$ cat src/rtl/imem_arb_pkg.sv
// rtl/imem_arb_pkg.sv - shared constants and address check for the instruction memory arbiter
package imem_arb_pkg;

    localparam int PORT_IF    = 0;
    localparam int PORT_LD    = 1;
    localparam int WORD_OFS_W = 2;

    // A request may touch memory only when it is word aligned and inside the array.
    function automatic logic addr_ok(input logic [31:0] addr, input int unsigned mem_words);
        return (addr[WORD_OFS_W-1:0] == '0) && ({2'b00, addr[31:WORD_OFS_W]} < mem_words);
    endfunction

endpackage

$ cat src/rtl/imem_rsp_slot.sv
// rtl/imem_rsp_slot.sv - one-entry registered response buffer with valid/ready handshake
module imem_rsp_slot (
    input  logic        clk,
    input  logic        rst_n,
    input  logic        cap_i,
    input  logic [31:0] cap_data_i,
    input  logic        cap_err_i,
    input  logic        rsp_ready_i,
    output logic        rsp_valid_o,
    output logic [31:0] rsp_data_o,
    output logic        rsp_err_o,
    output logic        free_o
);

    logic        valid_q, valid_d;
    logic [31:0] data_q, data_d;
    logic        err_q, err_d;

    // A capture in the same cycle as a consume replaces the entry without a bubble.
    assign free_o = !valid_q || rsp_ready_i;

    always_comb begin
        valid_d = valid_q;
        data_d  = data_q;
        err_d   = err_q;
        if (cap_i) begin
            valid_d = 1'b1;
            data_d  = cap_data_i;
            err_d   = cap_err_i;
        end else if (valid_q && rsp_ready_i) begin
            valid_d = 1'b0;
        end
    end

    always_ff @(posedge clk or negedge rst_n) begin
        if (!rst_n) begin
            valid_q <= 1'b0;
            data_q  <= '0;
            err_q   <= 1'b0;
        end else begin
            valid_q <= valid_d;
            data_q  <= data_d;
            err_q   <= err_d;
        end
    end

    assign rsp_valid_o = valid_q;
    assign rsp_data_o  = data_q;
    assign rsp_err_o   = err_q;

endmodule

$ cat src/rtl/imem_arbiter.sv
// rtl/imem_arbiter.sv - LD-priority instruction memory arbiter with IF anti-starvation
// Optional grant/conflict statistics ports under IMEM_ARB_STATS_EN.
module imem_arbiter
    import imem_arb_pkg::*;
#(
    parameter int unsigned MEM_WORDS = 1024,
    parameter int unsigned MAX_WAIT  = 4,
    parameter int unsigned CNT_W     = 16
) (
    input  logic             clk,
    input  logic             rst_n,
    input  logic             if_req_valid,
    output logic             if_req_ready,
    input  logic [31:0]      if_req_addr,
    output logic             if_rsp_valid,
    input  logic             if_rsp_ready,
    output logic [31:0]      if_rsp_data,
    output logic             if_rsp_err,
    input  logic             ld_req_valid,
    output logic             ld_req_ready,
    input  logic [31:0]      ld_req_addr,
    output logic             ld_rsp_valid,
    input  logic             ld_rsp_ready,
    output logic [31:0]      ld_rsp_data,
    output logic             ld_rsp_err,
`ifdef IMEM_ARB_STATS_EN
    output logic [CNT_W-1:0] if_grant_cnt,
    output logic [CNT_W-1:0] ld_grant_cnt,
    output logic [CNT_W-1:0] conflict_cnt,
`endif
    output logic             mem_ce,
    output logic [31:0]      mem_addr,
    input  logic [31:0]      mem_data
);

    localparam int unsigned    STW        = (MAX_WAIT < 1) ? 1 : $clog2(MAX_WAIT + 1);
    localparam logic [STW-1:0] STARVE_MAX = STW'(MAX_WAIT);

    logic [1:0]     slot_free, req_v, elig, grant;
    logic [STW-1:0] starve_q, starve_d;
    logic [31:0]    sel_addr, cap_data;
    logic           sel_ok;

    assign req_v[PORT_IF] = if_req_valid;
    assign req_v[PORT_LD] = ld_req_valid;
    // Gating with rst_n keeps the memory idle while reset is asserted.
    assign elig = req_v & slot_free & {2{rst_n}};

    always_comb begin
        grant = '0;
        if (elig[PORT_IF] && (!elig[PORT_LD] || starve_q == STARVE_MAX)) begin
            grant[PORT_IF] = 1'b1;
        end else if (elig[PORT_LD]) begin
            grant[PORT_LD] = 1'b1;
        end
    end

    assign if_req_ready = grant[PORT_IF];
    assign ld_req_ready = grant[PORT_LD];

    assign sel_addr = grant[PORT_LD] ? ld_req_addr : if_req_addr;
    assign sel_ok   = addr_ok(sel_addr, MEM_WORDS);
    assign mem_ce   = (|grant) && sel_ok;
    assign mem_addr = mem_ce ? sel_addr : '0;
    assign cap_data = sel_ok ? mem_data : '0;

    // IF waits are only counted while it could actually have been served.
    always_comb begin
        starve_d = starve_q;
        if (!if_req_valid || grant[PORT_IF]) begin
            starve_d = '0;
        end else if (elig[PORT_IF] && starve_q != STARVE_MAX) begin
            starve_d = starve_q + STW'(1);
        end
    end

    always_ff @(posedge clk or negedge rst_n) begin
        if (!rst_n) begin
            starve_q <= '0;
        end else begin
            starve_q <= starve_d;
        end
    end

    imem_rsp_slot u_if_slot (
        .clk         (clk),
        .rst_n       (rst_n),
        .cap_i       (grant[PORT_IF]),
        .cap_data_i  (cap_data),
        .cap_err_i   (!sel_ok),
        .rsp_ready_i (if_rsp_ready),
        .rsp_valid_o (if_rsp_valid),
        .rsp_data_o  (if_rsp_data),
        .rsp_err_o   (if_rsp_err),
        .free_o      (slot_free[PORT_IF])
    );

    imem_rsp_slot u_ld_slot (
        .clk         (clk),
        .rst_n       (rst_n),
        .cap_i       (grant[PORT_LD]),
        .cap_data_i  (cap_data),
        .cap_err_i   (!sel_ok),
        .rsp_ready_i (ld_rsp_ready),
        .rsp_valid_o (ld_rsp_valid),
        .rsp_data_o  (ld_rsp_data),
        .rsp_err_o   (ld_rsp_err),
        .free_o      (slot_free[PORT_LD])
    );

`ifdef IMEM_ARB_STATS_EN
    logic [CNT_W-1:0] if_cnt_q, ld_cnt_q, cf_cnt_q;

    always_ff @(posedge clk or negedge rst_n) begin
        if (!rst_n) begin
            if_cnt_q <= '0;
            ld_cnt_q <= '0;
            cf_cnt_q <= '0;
        end else begin
            if (grant[PORT_IF] && if_cnt_q != '1) if_cnt_q <= if_cnt_q + CNT_W'(1);
            if (grant[PORT_LD] && ld_cnt_q != '1) ld_cnt_q <= ld_cnt_q + CNT_W'(1);
            if ((&elig) && cf_cnt_q != '1)        cf_cnt_q <= cf_cnt_q + CNT_W'(1);
        end
    end

    assign if_grant_cnt = if_cnt_q;
    assign ld_grant_cnt = ld_cnt_q;
    assign conflict_cnt = cf_cnt_q;
`endif

endmodule
$ cat config.mk
export PLATFORM = sky130hd
export DESIGN_NAME = imem_arbiter
export DESIGN_NICKNAME = d
export VERILOG_FILES = /design/src/rtl/imem_arb_pkg.sv /design/src/rtl/imem_rsp_slot.sv /design/src/rtl/imem_arbiter.sv
export SDC_FILE = /design/constraint.sdc
export NUM_CORES = 1
export LEC_CHECK = 0
export CORE_MARGIN = 2
export CORE_UTILIZATION = 42
export CTS_CLUSTER_DIAMETER = 40
export DETAILED_ROUTE_END_ITERATION = 10
export HOLD_SLACK_MARGIN = 0.05
export PLACE_DENSITY = 0.87
export SLEW_MARGIN = 5
export SYNTH_ARGS = -nofsm -noshare
export SYNTH_HDL_FRONTEND = slang
export SYNTH_SLANG_ARGS = --single-unit
$ cat constraint.sdc
create_clock -name clk -period 4.79 [get_ports clk]
set_input_delay 0.958 -clock clk [delete_from_list [all_inputs] [get_ports clk]]
set_output_delay 0.958 -clock clk [all_outputs]
set_load 0.02 [all_outputs]
# Word-level counts from Yosys, hierarchy flattened
# Index checks and enable logic that the tools add are counted.
# W data, S select, Z words.
# word_totals
regBits,71
in_bits,102
# op_classes
addsub,1
n_lt_le_gt_ge,1
n_eq_ne,2
muxes,12
bitwise_logic,2
reduce_logical,20
# op_table
op,n
$mux W32,3
$lt A30 B11 Y1 const B,1
$mux W1,7
$logic_and A1 B1 Y1,6
$mux W3,2
$reduce_bool A2 Y1,3
$logic_not A1 Y1,5
$and A2 B2 Y2,2
$logic_or A1 B1 Y1,4
$add A3 B1 Y3 const B,1
$eq A3 B3 Y1 const B,1
$ne A3 B3 Y1 const B,1
$logic_not A2 Y1,1
$reduce_or A2 Y1,1

# Longest topological paths before layout
# depth
depth_word,13
depth_mapped,8
mapped_depth_nobuf,7

# By module
# A second synthesis with hierarchy kept.
# unflattened
hier_cells,278
hier_area_um2,3727.3
# modules_own_cells
module,n_inst,cells_each,area_each_um2,seq_area_each_um2
imem_rsp_slot,2,73,1415.1,850.8
imem_arbiter,1,132,897.1,75.1

# Worst setup path after synthesis
# Ideal clock, no wire load.
# synth_path
path_kind,input-to-output
from,in ld_req_addr[26]
to,out mem_ce
arrival_ns,2.439
t_required_ns,3.832
setup_slack_ns,1.393
stages,5
path_cell_list,or4_4 nor3_4 nand4b_4 buf_6 a21oi_1
# synth_between
elab_chain_cells,4
# synth_rtl
item,line_no,rtl
from (decl),imem_arbiter.sv:21,"input logic [31:0] ld_req_addr,"
$mux W32,imem_arbiter.sv:61,assign sel_addr = grant[PORT_LD] ? ld_req_addr : if_req_addr;
$lt A30 B11 Y1,imem_arb_pkg.sv:10,"return (addr[WORD_OFS_W-1:0] == '0) && ({2'b00, addr[31:WORD_OFS_W]} < mem_words);"
$logic_and A1 B1 Y1,imem_arb_pkg.sv:10,
$logic_and A1 B1 Y1,imem_arbiter.sv:63,assign mem_ce = (|grant) && sel_ok;
to (decl),imem_arbiter.sv:31,"output logic mem_ce,"
# No other way between the ends.

# Final worst setup path
# layout_path
from,in if_req_addr[26]
to,out mem_addr[9]
# layout_between
elab_chain_cells,5
# layout_rtl
item,line_no,rtl
from (decl),imem_arbiter.sv:14,"input logic [31:0] if_req_addr,"
$mux W32,imem_arbiter.sv:61,
$lt A30 B11 Y1,imem_arb_pkg.sv:10,
$logic_and A1 B1 Y1,imem_arb_pkg.sv:10,
$logic_and A1 B1 Y1,imem_arbiter.sv:63,
$mux W32,imem_arbiter.sv:64,assign mem_addr = mem_ce ? sel_addr : '0;
to (decl),imem_arbiter.sv:32,"output logic [31:0] mem_addr,"
# No other way between the ends.

==> flow_metrics.py <==
metrics = {
    "synthesis": {
        "synth-edff-count": 0,
        "synth_cells": 404,
        "ys_seq_elements": 71,
        "synth_most_common_cell": "nand2_1",
        "async_flop_share_pct": 100,
        "synth_top_family_by_area": "compound AO/OA/AOI/OAI gates",
        "ys_seq_area_share_pct": 48.4,
        "synth_xor_area_share_pct": 0,
        "synth.top_cell.area_share_pct": 48.4,
        "ys_warn_count": 0,
        "synthTopCellsByArea": "dfrtp_1 (48%), nand2_1 (8.2%), nand3_1 (6.0%)",
        "synth-compound-area-share_pct": 20.6,
        "ys_types": 39,
        "synthesis.area_um2": 3670,
        "synthAdderAreaFrac_pct": 0.682,
        "synthFlopType": "dfrtp_1",
        "syn_avg_cell_area_um2": 9.08,
        "netlist_top_cells_count": "nand2_1 (80), dfrtp_1 (71), nand3_1 (44)",
        "synth_mux_area_share_pct": 0.580,
        "synth-simple-area-share_pct": 19.8,
        "synth_top_area_cell": "dfrtp_1",
    },
    "global_route": {
        "grt_start_max_net_pins": 70,
        "grt-ovfl-total": 0,
        "grt_usage_pct": 25.3,
        "antenna_found_initial": 0,
        "grt_pass1_vias": 3885,
        "grt_pass1_wl_mm": 19.4,
    },
    "sta": {
        "hold_viol_final": 0,
        "whs_ns": 0.426,
        "worst-slew-pin-transition_ns": 0.872,
        "tns_ns": 0,
        "final-setup-viol-count": 0,
        "slew_violations": 0,
        "fin_crit_ns": 4.29,
        "finalWorstSetupSlack_ns": 0.495,
        "fin_crit_sh_pct": 89.7,
        "fin_skew_ns": 0.0114,
        "max_freq_mhz": 233,
        "rsz0062_at_grt": "no",
        "maxSlewHeadroom_pct": 41.9,
    },
    "final_layout": {
        "multi_input_comb_area_um2": 1630,
        "drive_gt1_share_pct": 8.15,
        "fin_area_um2": 5690,
        "num-fill-cells": 720,
        "regArea_um2": 1780,
        "area_growth_syn_to_layout_pct": 55.0,
        "diodes": 0,
        "final_nets": 677,
        "finalNonFillerCells": 685,
        "final_core_util_pct": 66.2,
    },
    "critical_path": {
        "worst_ep_required_time_ns": 3.83,
        "crit_fanout": 32,
        "endpoint_kind": "primary output",
        "critPathArrivalTime_ns": 3.34,
        "crit_type": "input pin to primary output",
        "cp-start-kind": "input pin",
    },
    "die": {
        "die_h_um": 97.5,
        "rows": 34,
        "fp.dieW_um": 97.5,
        "core-area_um2": 8590,
        "pin_count": 205,
        "start_util_pct": 42.7,
        "dieArea_um2": 9500,
    },
    "clock_network": {
        "cts_tree": "yes",
        "cts_sinks": 71,
        "ctsResizeCount": 0,
        "root_buffer": "clkbuf_8",
        "post-cts-setup-buffer-count": 0,
        "cts_buffer_depth": 2,
        "clk_latency_ns": 0.34,
        "h-tree-depth": 3,
        "clk_pin_slew_ns": 0.07,
        "cts_buffers": 9,
        "ctsHoldBuffers": 0,
    },
    "placement": {
        "pre_cts_slack_ns": 0.477,
        "dpl.hpwl_mm": 8.68,
        "dp_cells": 670,
        "io_buffers": 182,
        "gp_congestion": 0.956,
        "placed_area_um2": 5470,
    },
    "pwr": {
        "peakVddDrop_v": 0.000175,
        "leakagePower_nw": 2.23,
        "report.power.total_mw": 1.32,
        "powerDensity_nw_per_um2": 231,
    },
    "routing": {
        "via_count": 3761,
        "drt_wl_total_mm": 11.7,
        "dr.pass1.iters": 5,
        "wl_per_cell_um": 17.0,
        "ant_nets": 0,
        "drtIter0Drc": 199,
        "drcViolationCount": 0,
        "viasPerCell": 5.49,
    },
    "outcome": {
        "status": "finished clean",
    },
    "worst_hold_path": {
        "hold_path_class": "input pin to async pin",
    },
    "run": {
        "cap_violations": 0,
    },
}
[cells by family (layout without fill, tap and decap cells)]
| group | Yosys count | count (layout) |
|---|---|---|
| AOI/OAI and AO/OA | 115 | 115 |
| adders and majority gates | 2 | 2 |
| buffers and inverters | 61 | 213 |
| DFF | 71 | 71 |
| muxes | 2 | 2 |
| other | 1 | 22 |
| and+or+nand+nor | 152 | 152 |
[worst max-delay path, stage by stage]
cell and delay, ns:
clkdlybuf4s50_1 0.39, or4_1 0.51, nor3_1 0.19, o211ai_1 0.15
buf_4 0.27, a22oi_2 0.22, clkdlybuf4s50_1 0.62
[sequential cells by signal, summed over array words and instances, names as in the netlist]
signal / count
u_ld_slot.rsp_err_o: 1
u_if_slot.rsp_data_o: 32
u_if_slot.rsp_valid_o: 1
u_if_slot.rsp_err_o: 1
u_ld_slot.rsp_data_o: 32
starve_q: 3
u_ld_slot.rsp_valid_o: 1
[metal layers]
metal / global-route usage, % / vias up / routed length [um]
met2: 43.9 / 216 / 5820
met4: 12.0 / 0 / 437
met3: 6.55 / 32 / 973
li1: - / 1717 / -
met1: 29.1 / 1796 / 4430
met5: 0 / - / 0
[final cells by class]
cell class | instances | area share (%)
Inverter | 4 | 0.264
Timing Repair Buffer | 194 | 33.6
Clock buffer | 10 | 2.42
Clock inverter | 5 | 1.43
Sequential cell | 71 | 31.2
Tap cell | 108 | 2.38
Multi-Input combinational cell | 293 | 28.7
[worst paths after layout]
| kind | start | to | slack, ns | depth (start not counted) |
|---|---|---|---|---|
| min in group clk | u_if_slot.rsp_data_o[20] | u_if_slot.rsp_data_o[20] | 0.49 | 2 |
| worst max register to register | starve_q[0] | u_if_slot.rsp_err_o | 2.56 | 7 |
| worst min register to register | u_if_slot.rsp_data_o[20] | u_if_slot.rsp_data_o[20] | 0.49 | 2 |
| worst max-delay path | if_req_addr[26] | mem_addr[9] | 0.50 | 7 |
| max in group asynchronous | rst_n | u_if_slot.rsp_data_o[11] | 3.32 | 2 |
| worst min-delay path | rst_n | u_ld_slot.rsp_valid_o | 0.43 | 1 |
[layout by cell type (no fill, tap or decap), types with 2 or more instances in the layout]
cell and instances:
inv_1 3, nor2_1 5, nor3_4 2, ha_1 2
and2_1 2, o31ai_2 3, o21ai_0 43, bufinv_16 2
a22oi_1 2, a22oi_2 8, nand3_1 43, clkbuf_8 10
and4_1 2, nor2b_1 2, dfrtp_1 71, nor4_1 8
clkdlybuf4s50_1 181, conb_1 22, o31ai_1 29, nand2b_1 2
buf_4 13, nand2_1 80, o21ai_1 24
[power by group]
group,internal (mW),switching (mW),leakage (nW)
Sequential,0.601,0.00163,0.979
Combinational,0.0913,0.0918,1.14
Clock,0.306,0.225,0.109
No activity file was read; power rests on OpenSTA's default activity.
